### config.mk
export PLATFORM = sky130hd
export DESIGN_NAME = count_display_driver
export DESIGN_NICKNAME = d
export VERILOG_FILES = /design/src/rtl/count_display_driver.sv
export SDC_FILE = /design/constraint.sdc
export NUM_CORES = 1
export LEC_CHECK = 0
export ABC_CLOCK_PERIOD_IN_PS = 1960
export CORE_AREA = 5 5 78 115
export DETAILED_ROUTE_END_ITERATION = 12
export DIE_AREA = 0 0 83 120
export PLACE_DENSITY = 0.55
export SLEW_MARGIN = 15
export SYNTH_ARGS = -nofsm -noshare
export SYNTH_HDL_FRONTEND = slang
export SYNTH_SLANG_ARGS = --single-unit
### constraint.sdc
create_clock -name clk -period 1.96 [get_ports clk]
set_clock_uncertainty 0.15 [all_clocks]
set_input_delay 0.294 -clock clk [delete_from_list [all_inputs] [get_ports clk]]
set_output_delay 0.294 -clock clk [all_outputs]
set_load 0.02 [all_outputs]
### src/rtl/count_display_driver.sv
`default_nettype none
// ============================================================================
// Module      : count_display_driver
// Description : Converts the counter value to 3-digit BCD with a sequential
//               double-dabble engine and scans it onto a multiplexed
//               3-digit 7-segment display with optional leading-zero blanking.
// Revision    : 1.0 - initial release
// ============================================================================
module count_display_driver #(
    parameter int REFRESH_DIV = 1000,
    parameter bit BLANK_LZ    = 1'b1
) (
    input  logic        clk,
    input  logic        reset,
    input  logic [7:0]  value,
    output logic [11:0] bcd,
    output logic        bcd_valid,
    output logic [6:0]  seg,
    output logic [2:0]  an
);

    localparam int             DIV_W    = (REFRESH_DIV > 2) ? $clog2(REFRESH_DIV) : 1;
    localparam logic [DIV_W-1:0] DIV_LAST = DIV_W'(REFRESH_DIV - 1);

    localparam logic [6:0] SEG_ZERO  = 7'h3F;
    localparam logic [6:0] SEG_BLANK = 7'h00;

    typedef enum logic [1:0] {
        ST_IDLE  = 2'd0,
        ST_SHIFT = 2'd1,
        ST_LATCH = 2'd2
    } conv_state_t;

    // ------------------------------------------------------------------
    // Helper functions
    // ------------------------------------------------------------------
    function automatic logic [3:0] add3(input logic [3:0] n);
        return (n >= 4'd5) ? (n + 4'd3) : n;
    endfunction

    function automatic logic [6:0] seg_decode(input logic [3:0] d);
        logic [6:0] s;
        case (d)
            4'd0:    s = 7'h3F;
            4'd1:    s = 7'h06;
            4'd2:    s = 7'h5B;
            4'd3:    s = 7'h4F;
            4'd4:    s = 7'h66;
            4'd5:    s = 7'h6D;
            4'd6:    s = 7'h7D;
            4'd7:    s = 7'h07;
            4'd8:    s = 7'h7F;
            4'd9:    s = 7'h6F;
            default: s = 7'h00;
        endcase
        return s;
    endfunction

    // ------------------------------------------------------------------
    // Double-dabble converter
    // ------------------------------------------------------------------
    conv_state_t state_q, state_d;
    logic [7:0]  bin_q, bin_d;
    logic [11:0] work_q, work_d;
    logic [2:0]  iter_q, iter_d;
    logic [11:0] bcd_q, bcd_d;
    logic        bcd_valid_q, bcd_valid_d;
    logic [11:0] work_adj;

    always_comb begin
        state_d     = state_q;
        bin_d       = bin_q;
        work_d      = work_q;
        iter_d      = iter_q;
        bcd_d       = bcd_q;
        bcd_valid_d = 1'b0;
        work_adj    = {add3(work_q[11:8]), add3(work_q[7:4]), add3(work_q[3:0])};

        case (state_q)
            ST_IDLE: begin
                bin_d   = value;
                work_d  = '0;
                iter_d  = '0;
                state_d = ST_SHIFT;
            end
            ST_SHIFT: begin
                // Correct nibbles first, then shift work:binary as one 20-bit word.
                {work_d, bin_d} = {work_adj[10:0], bin_q, 1'b0};
                iter_d          = iter_q + 3'd1;
                if (iter_q == 3'd7) begin
                    state_d = ST_LATCH;
                end
            end
            ST_LATCH: begin
                bcd_d       = work_q;
                bcd_valid_d = 1'b1;
                state_d     = ST_IDLE;
            end
            default: begin
                state_d = ST_IDLE;
            end
        endcase
    end

    always_ff @(posedge clk) begin
        if (reset) begin
            state_q     <= ST_IDLE;
            bin_q       <= '0;
            work_q      <= '0;
            iter_q      <= '0;
            bcd_q       <= '0;
            bcd_valid_q <= 1'b0;
        end else begin
            state_q     <= state_d;
            bin_q       <= bin_d;
            work_q      <= work_d;
            iter_q      <= iter_d;
            bcd_q       <= bcd_d;
            bcd_valid_q <= bcd_valid_d;
        end
    end

    // ------------------------------------------------------------------
    // Display scan
    // ------------------------------------------------------------------
    logic [DIV_W-1:0] div_q, div_d;
    logic [1:0]       idx_q, idx_d;
    logic [2:0]       an_q, an_d;
    logic [6:0]       seg_q, seg_d;
    logic             tick;
    logic [3:0]       digit_nib;
    logic             digit_blank;

    assign tick = (div_q == DIV_LAST);

    always_comb begin
        div_d       = div_q + DIV_W'(1);
        idx_d       = idx_q;
        an_d        = an_q;
        seg_d       = seg_q;
        digit_nib   = 4'd0;
        digit_blank = 1'b0;

        if (tick) begin
            div_d = '0;
            idx_d = (idx_q == 2'd2) ? 2'd0 : (idx_q + 2'd1);

            // Segments come from bcd_q as it stands before this edge, so a
            // simultaneous conversion result appears from the next tick.
            case (idx_d)
                2'd0: begin
                    digit_nib = bcd_q[3:0];
                    an_d      = 3'b001;
                end
                2'd1: begin
                    digit_nib   = bcd_q[7:4];
                    digit_blank = BLANK_LZ && (bcd_q[11:4] == 8'd0);
                    an_d        = 3'b010;
                end
                2'd2: begin
                    digit_nib   = bcd_q[11:8];
                    digit_blank = BLANK_LZ && (bcd_q[11:8] == 4'd0);
                    an_d        = 3'b100;
                end
                default: begin
                    digit_nib = 4'd0;
                    an_d      = 3'b001;
                end
            endcase

            seg_d = digit_blank ? SEG_BLANK : seg_decode(digit_nib);
        end
    end

    always_ff @(posedge clk) begin
        if (reset) begin
            div_q <= '0;
            idx_q <= 2'd0;
            an_q  <= 3'b001;
            seg_q <= SEG_ZERO;
        end else begin
            div_q <= div_d;
            idx_q <= idx_d;
            an_q  <= an_d;
            seg_q <= seg_d;
        end
    end

    assign bcd       = bcd_q;
    assign bcd_valid = bcd_valid_q;
    assign seg       = seg_q;
    assign an        = an_q;

endmodule
`default_nettype wire

; ---- After elaboration in Yosys (flattened, before gate mapping)
; Memories as Yosys holds them, arrays and structs flattened.
; Cells that the tools add are included.
[totals]
regBits = 60
romBits = 112
inputBits = 10
output_inout_bits = 23
wordCells = 50
n_memories = 1
[mem_list]
columns = memory, depth, width, rd, rd_ports_with_merged_regs, write_ports, line_no
row1 = (no name shown), 16, 7, 1, 0, 0, 43  ; case (d)
[op_classes]
add_sub_neg = 6
n_lt_le_gt_ge = 3
eq_ne = 8
muxes = 16
n_reduce_logical = 6
[ops]
columns = cell, n
row1 = $pmux 12 s2, 1
row2 = $pmux 8 s2, 1
row3 = $ge 4x3->1 const B, 3
row4 = $mux 4, 3
row5 = $pmux 3 s2, 2
row6 = $pmux 4 s3, 1
row7 = $add 10x1->10 const B, 1
row8 = $eq 10x10->1 const B, 1
row9 = $add 4x2->4 const B, 2
row10 = $logic_not 8->1, 1
row11 = $mux 7, 1
row12 = $eq 2x2->1 const B, 3
row13 = $eq 2x1->1 const B, 2
row14 = $logic_not 2->1, 2
row15 = $logic_not 4->1, 1
row16 = $mux 2, 2
row17 = $pmux 2 s2, 1
row18 = $add 3x1->3 const B, 1
row19 = $add 3x2->3 const B, 1
row20 = $eq 3x3->1 const B, 1
row21 = $mux 3, 1
row22 = $add 2x1->2 const B, 1
row23 = $mux 1, 2
row24 = $ne 2x2->1 const B, 1
row25 = 3 further kinds, 3

; ---- Longest topological paths before layout
; An unclocked memory read counts as a cell.
[depth]
depth_word = 7
ltp_mapped = 8
mapped_depth_nobuf = 7

; ---- Worst setup path before layout
; Ideal clock, no wire load.
[synth_path]
path_kind = register to register
from = register idx_q[0]
to = register seg_q[3] (netlist: seg[3])
setup_time_ps = 115
arrival_ps = 2003
required_time_ps = 1695
slack_ps = -309
path_stages_with_launch = 8
n_path_buf = 1
period_less_slack_ps = 2269
cell_sequence = dfxtp_1 > buf_2 > mux2i_1 > o21ai_0 > inv_1 > ha_1 > or3_1 > a31o_1
[synth_between]
elab_chain_cells = 7
elab_cells_between_ends = 12
cone_classes = add/sub: 1 / eq/ne: 3 / mux: 6 / reduce/logical: 1 / memory: 1
[synth_lines]
columns = item, line_no
row1 = from (decl), 127  ; logic [1:0] idx_q, idx_d;
row2 = from (signal assigned), 183  ; idx_q <= idx_d;
row3 = $add 2x1->2 / $eq 2x2->1 (equally long branches), 146  ; idx_d = (idx_q == 2'd2) ? 2'd0 : (idx_q + 2'd1);
row4 = $mux 2 (*), 146
row5 = $eq 2x2->1 (tied with other cells), 150  ; case (idx_d)
row6 = $pmux 4 s3, 150
row7 = $mux 4, 144  ; if (tick) begin
row8 = $mem_v2 16x7, -
row9 = $mux 7 (*), 171  ; seg_d = digit_blank ? SEG_BLANK : seg_decode(digit_nib);
row10 = to (signal assigned), 185  ; seg_q <= seg_d;
row11 = to (decl), 129  ; logic [6:0] seg_q, seg_d;
; Mark *: on every way between the ends. The rest lies on a longest branch, timed or not. The select of a mux whose other input is x is not followed.
; A chain may end at the register's enable or synchronous reset.

; ---- Worst setup path after layout
; Ends and elaborated chain as after synthesis.

==> results.py <==
metrics = {
    "setup_path": {
        "path_max_fanout": 9,
        "crit_path_max_incr_delay_ps": 370,
        "end_kind": "register",
        "r2r_end": "seg[3]$_SDFFE_PP1P_",
        "start_kind": "register",
        "worstPathRequired_ps": 2030,
        "crit_chain": "mux2i_1 -> o21ai_1 -> inv_1 -> ha_1 -> or3_1 -> a31o_1",
        "reg2reg_from": "idx_q[0]$_SDFFE_PP0P_",
        "slowest_stage": "dfxtp_4",
        "r2r_slack_ps": 100,
        "ff2ff_path_depth": 6,
        "cp.arrival_ps": 1930,
        "crit_type": "register to register",
    },
    "detailed_routing": {
        "vias_per_cell": 4.85,
        "drc": 0,
        "ant_nets": 0,
        "num_vias": 2215,
        "drt_iter0_markers": 91,
        "routed_wl_um": 5870,
        "dr.pass1.iters": 4,
        "wl_per_cell_um": 12.8,
    },
    "pwr": {
        "p_total_mw": 2.78,
        "cellPowerDensity_nw_per_um2": 801,
        "ir_worst_vdd_mv": 0.470,
        "p_leak_nw": 1.32,
    },
    "floorplan": {
        "die_area_um2": 9960,
        "start_util": 0.338,
        "core_area_um2": 7910,
        "rows": 40,
        "die_h_um": 120,
        "ioPinCount": 33,
        "die_x_um": 83,
    },
    "sta": {
        "fmax_mhz": 536,
        "hold_viol": 0,
        "tightest_slew_ps": 491,
        "fin_crit_sh": 0.951,
        "rsz0062_at_grt": "false",
        "slew_headroom": 0.673,
        "setup_viol_count_final": 0,
        "fin_crit_ps": 1860,
        "tns_ps": 0,
        "maxSlewViolCount": 0,
    },
    "synth": {
        "synth_nets": 328,
        "synth-edff-count": 0,
        "avgSynthCellArea_um2": 8.72,
        "seq_area_frac_synth": 0.435,
        "synthCells": 306,
        "netlist_area_um2": 2670,
        "synth_cell_type_count": 42,
        "ys_ff_latch": 58,
        "synth_ff_type": "dfxtp_1",
        "yosysWarnings": 0,
        "async_flop_share": 0,
    },
    "place": {
        "dp_cells": 441,
        "dp_hpwl_um": 4360,
        "placed_area_um2": 3180,
        "port_buffers": 32,
        "gp_congestion": 0.892,
    },
    "run": {
        "max_cap_violations": 0,
    },
    "global_routing": {
        "grt_max_degree": 45,
        "grt_first_pass_wirelength_um": 10300,
        "grt_overflow": 0,
        "antenna_found_initial": 0,
        "grt_usage": 0.127,
        "grt_pass1_vias": 2202,
    },
    "worst_hold_path": {
        "min_path_cells": 1,
        "hold_class": "register to register",
        "min_to": "div_q[0]$_SDFF_PP0_",
        "min_from": "div_q[0]$_SDFF_PP0_",
    },
    "final_layout": {
        "drive_above_1_share": 0.108,
        "final_cells": 457,
        "design_area_um2": 3470,
        "layout_commonest_cell": "dfxtp_1",
        "mostFrequentLayoutCells": "dfxtp_1 (56), nor2_1 (46), nand2_1 (37)",
        "area_growth_pct": 30.1,
        "antenna_cells_inserted": 0,
        "nNetsFinal": 369,
        "utilization": 0.439,
    },
    "clock_network": {
        "hold_buffers": 0,
        "postCtsSetupRepairBufs": 0,
        "htree_levels": 3,
        "cts_tree": "yes",
        "ctsLongestPathBuffers": 2,
        "cts_root_buffer": "clkbuf_16",
        "insertion_delay_ps": 320,
        "cts_buffers": 9,
        "clock-sinks": 58,
        "path_clk_slew_ps": 50,
    },
    "outcome": {
        "run_status": "finished clean",
    },
}
[metrics by stage]
step | hold slack, ps | setup WS, ps
6_report | 294 | 95.3
5_1_grt | 321 | 0.720
4_1_cts | 300 | 27.2
3_5_place_dp | 294 | 34.5
3_3_place_gp | 274 | 93.8
2_1_floorplan | 263 | -25.2
[kinds of logic (layout without fill, tap and decap cells)]
group | after synthesis | after routing | share of synthesized area
simple gates | 116 | 116 | 0.198
compound gates | 64 | 64 | 0.159
flops | 58 | 58 | 0.435
buf+inv | 26 | 72 | 0.0380
mux | 17 | 17 | 0.0708
xor+xnor | 13 | 13 | 0.0427
fa+ha+maj | 12 | 12 | 0.0563
[final cells by class]
cell class,instances,area [um^2]
clock buffers,13,240
clock inverters,3,40.0
fillers,842,4440
inverters,9,33.8
multi-input cells,222,1420
flip-flops and latches,58,1170
well taps,105,131
repair buffers,47,444
[registers in the layout, indices dropped and copies added, names as in the netlist]
| signal | cells |
|---|---|
| an | 1 |
| bcd | 12 |
| work_q | 12 |
| bcd_valid | 1 |
| bin_q | 8 |
| state_q | 2 |
| div_q | 10 |
| seg | 7 |
| iter_q | 3 |
| idx_q | 2 |
[how the worst max path moves through the flow]
| stage | startpoint | endpoint | slack [ps] | cells past startpoint |
|---|---|---|---|---|
| finish | idx_q[0]$_SDFFE_PP0P_ | seg[3]$_SDFFE_PP1P_ | 100 | 6 |
| global route | idx_q[0]$_SDFFE_PP0P_ | seg[6]$_SDFFE_PP0P_ | 0.7 | 7 |
| CTS | idx_q[0]$_SDFFE_PP0P_ | seg[6]$_SDFFE_PP0P_ | 30 | 7 |
| detailed placement | idx_q[0]$_SDFFE_PP0P_ | seg[6]$_SDFFE_PP0P_ | 30 | 7 |
| global placement | idx_q[0]$_SDFFE_PP0P_ | seg[3]$_SDFFE_PP1P_ | 90 | 6 |
| floorplan | idx_q[0]$_SDFFE_PP0P_ | seg[3]$_SDFFE_PP1P_ | -30 | 7 |
[cell usage after synthesis, types with 2 or more instances]
master / instances / share of area
inv_1: 9 / 0.013
a21o_1: 4 / 0.011
nand3b_1: 2 / 0.0056
ha_1: 12 / 0.056
mux2i_1: 14 / 0.053
xnor2_1: 11 / 0.036
buf_2: 3 / 0.0056
nand4_1: 3 / 0.0070
and3_1: 2 / 0.0047
nand3_1: 6 / 0.011
o21a_1: 2 / 0.0056
or3_1: 3 / 0.0070
a32oi_1: 3 / 0.0098
xor2_1: 2 / 0.0066
nor2_1: 46 / 0.065
o21ai_0: 6 / 0.011
a221o_1: 3 / 0.011
o21ai_1: 2 / 0.0038
nand2b_1: 6 / 0.014
a22oi_1: 10 / 0.028
nand2_1: 37 / 0.052
dfxtp_1: 58 / 0.44
nor3b_1: 2 / 0.0056
clkbuf_1: 13 / 0.018
a31o_1: 2 / 0.0066
a21oi_1: 27 / 0.051
nor2b_1: 3 / 0.0070
[per-layer routing]
layer	GRT usage	up-vias	wire length, um
met4	0.0573	0	76
met1	0.130	1041	2390
li1	-	1133	-
met3	0.0419	6	203
met2	0.233	35	3200
met5	0	-	0
[critical path: cells and delay by family (launching register included)]
kind,cells,cell delay [ps]
AOI/OAI and AO/OA,2,380
adders and majority gates,1,320
buffers and inverters,1,100
DFF,1,370
muxes,1,120
and+or+nand+nor,1,320
[power by group]
group	leakage (nW)	internal [mW]	switching [mW]
Sequential	0.472	1.20	0.0127
Clock	0.138	0.977	0.492
Combinational	0.708	0.0514	0.0495
Total	1.32	2.23	0.554
[timing repair]
| action | 4_1_cts | 5_1_grt |
|---|---|---|
| endpoints found under the setup margin | 1 | 3 |
| cloned | 0 | 0 |
| gates resized for setup | 1 | 3 |
| pin swaps | 0 | 1 |
(Power assumes the default switching activity.)
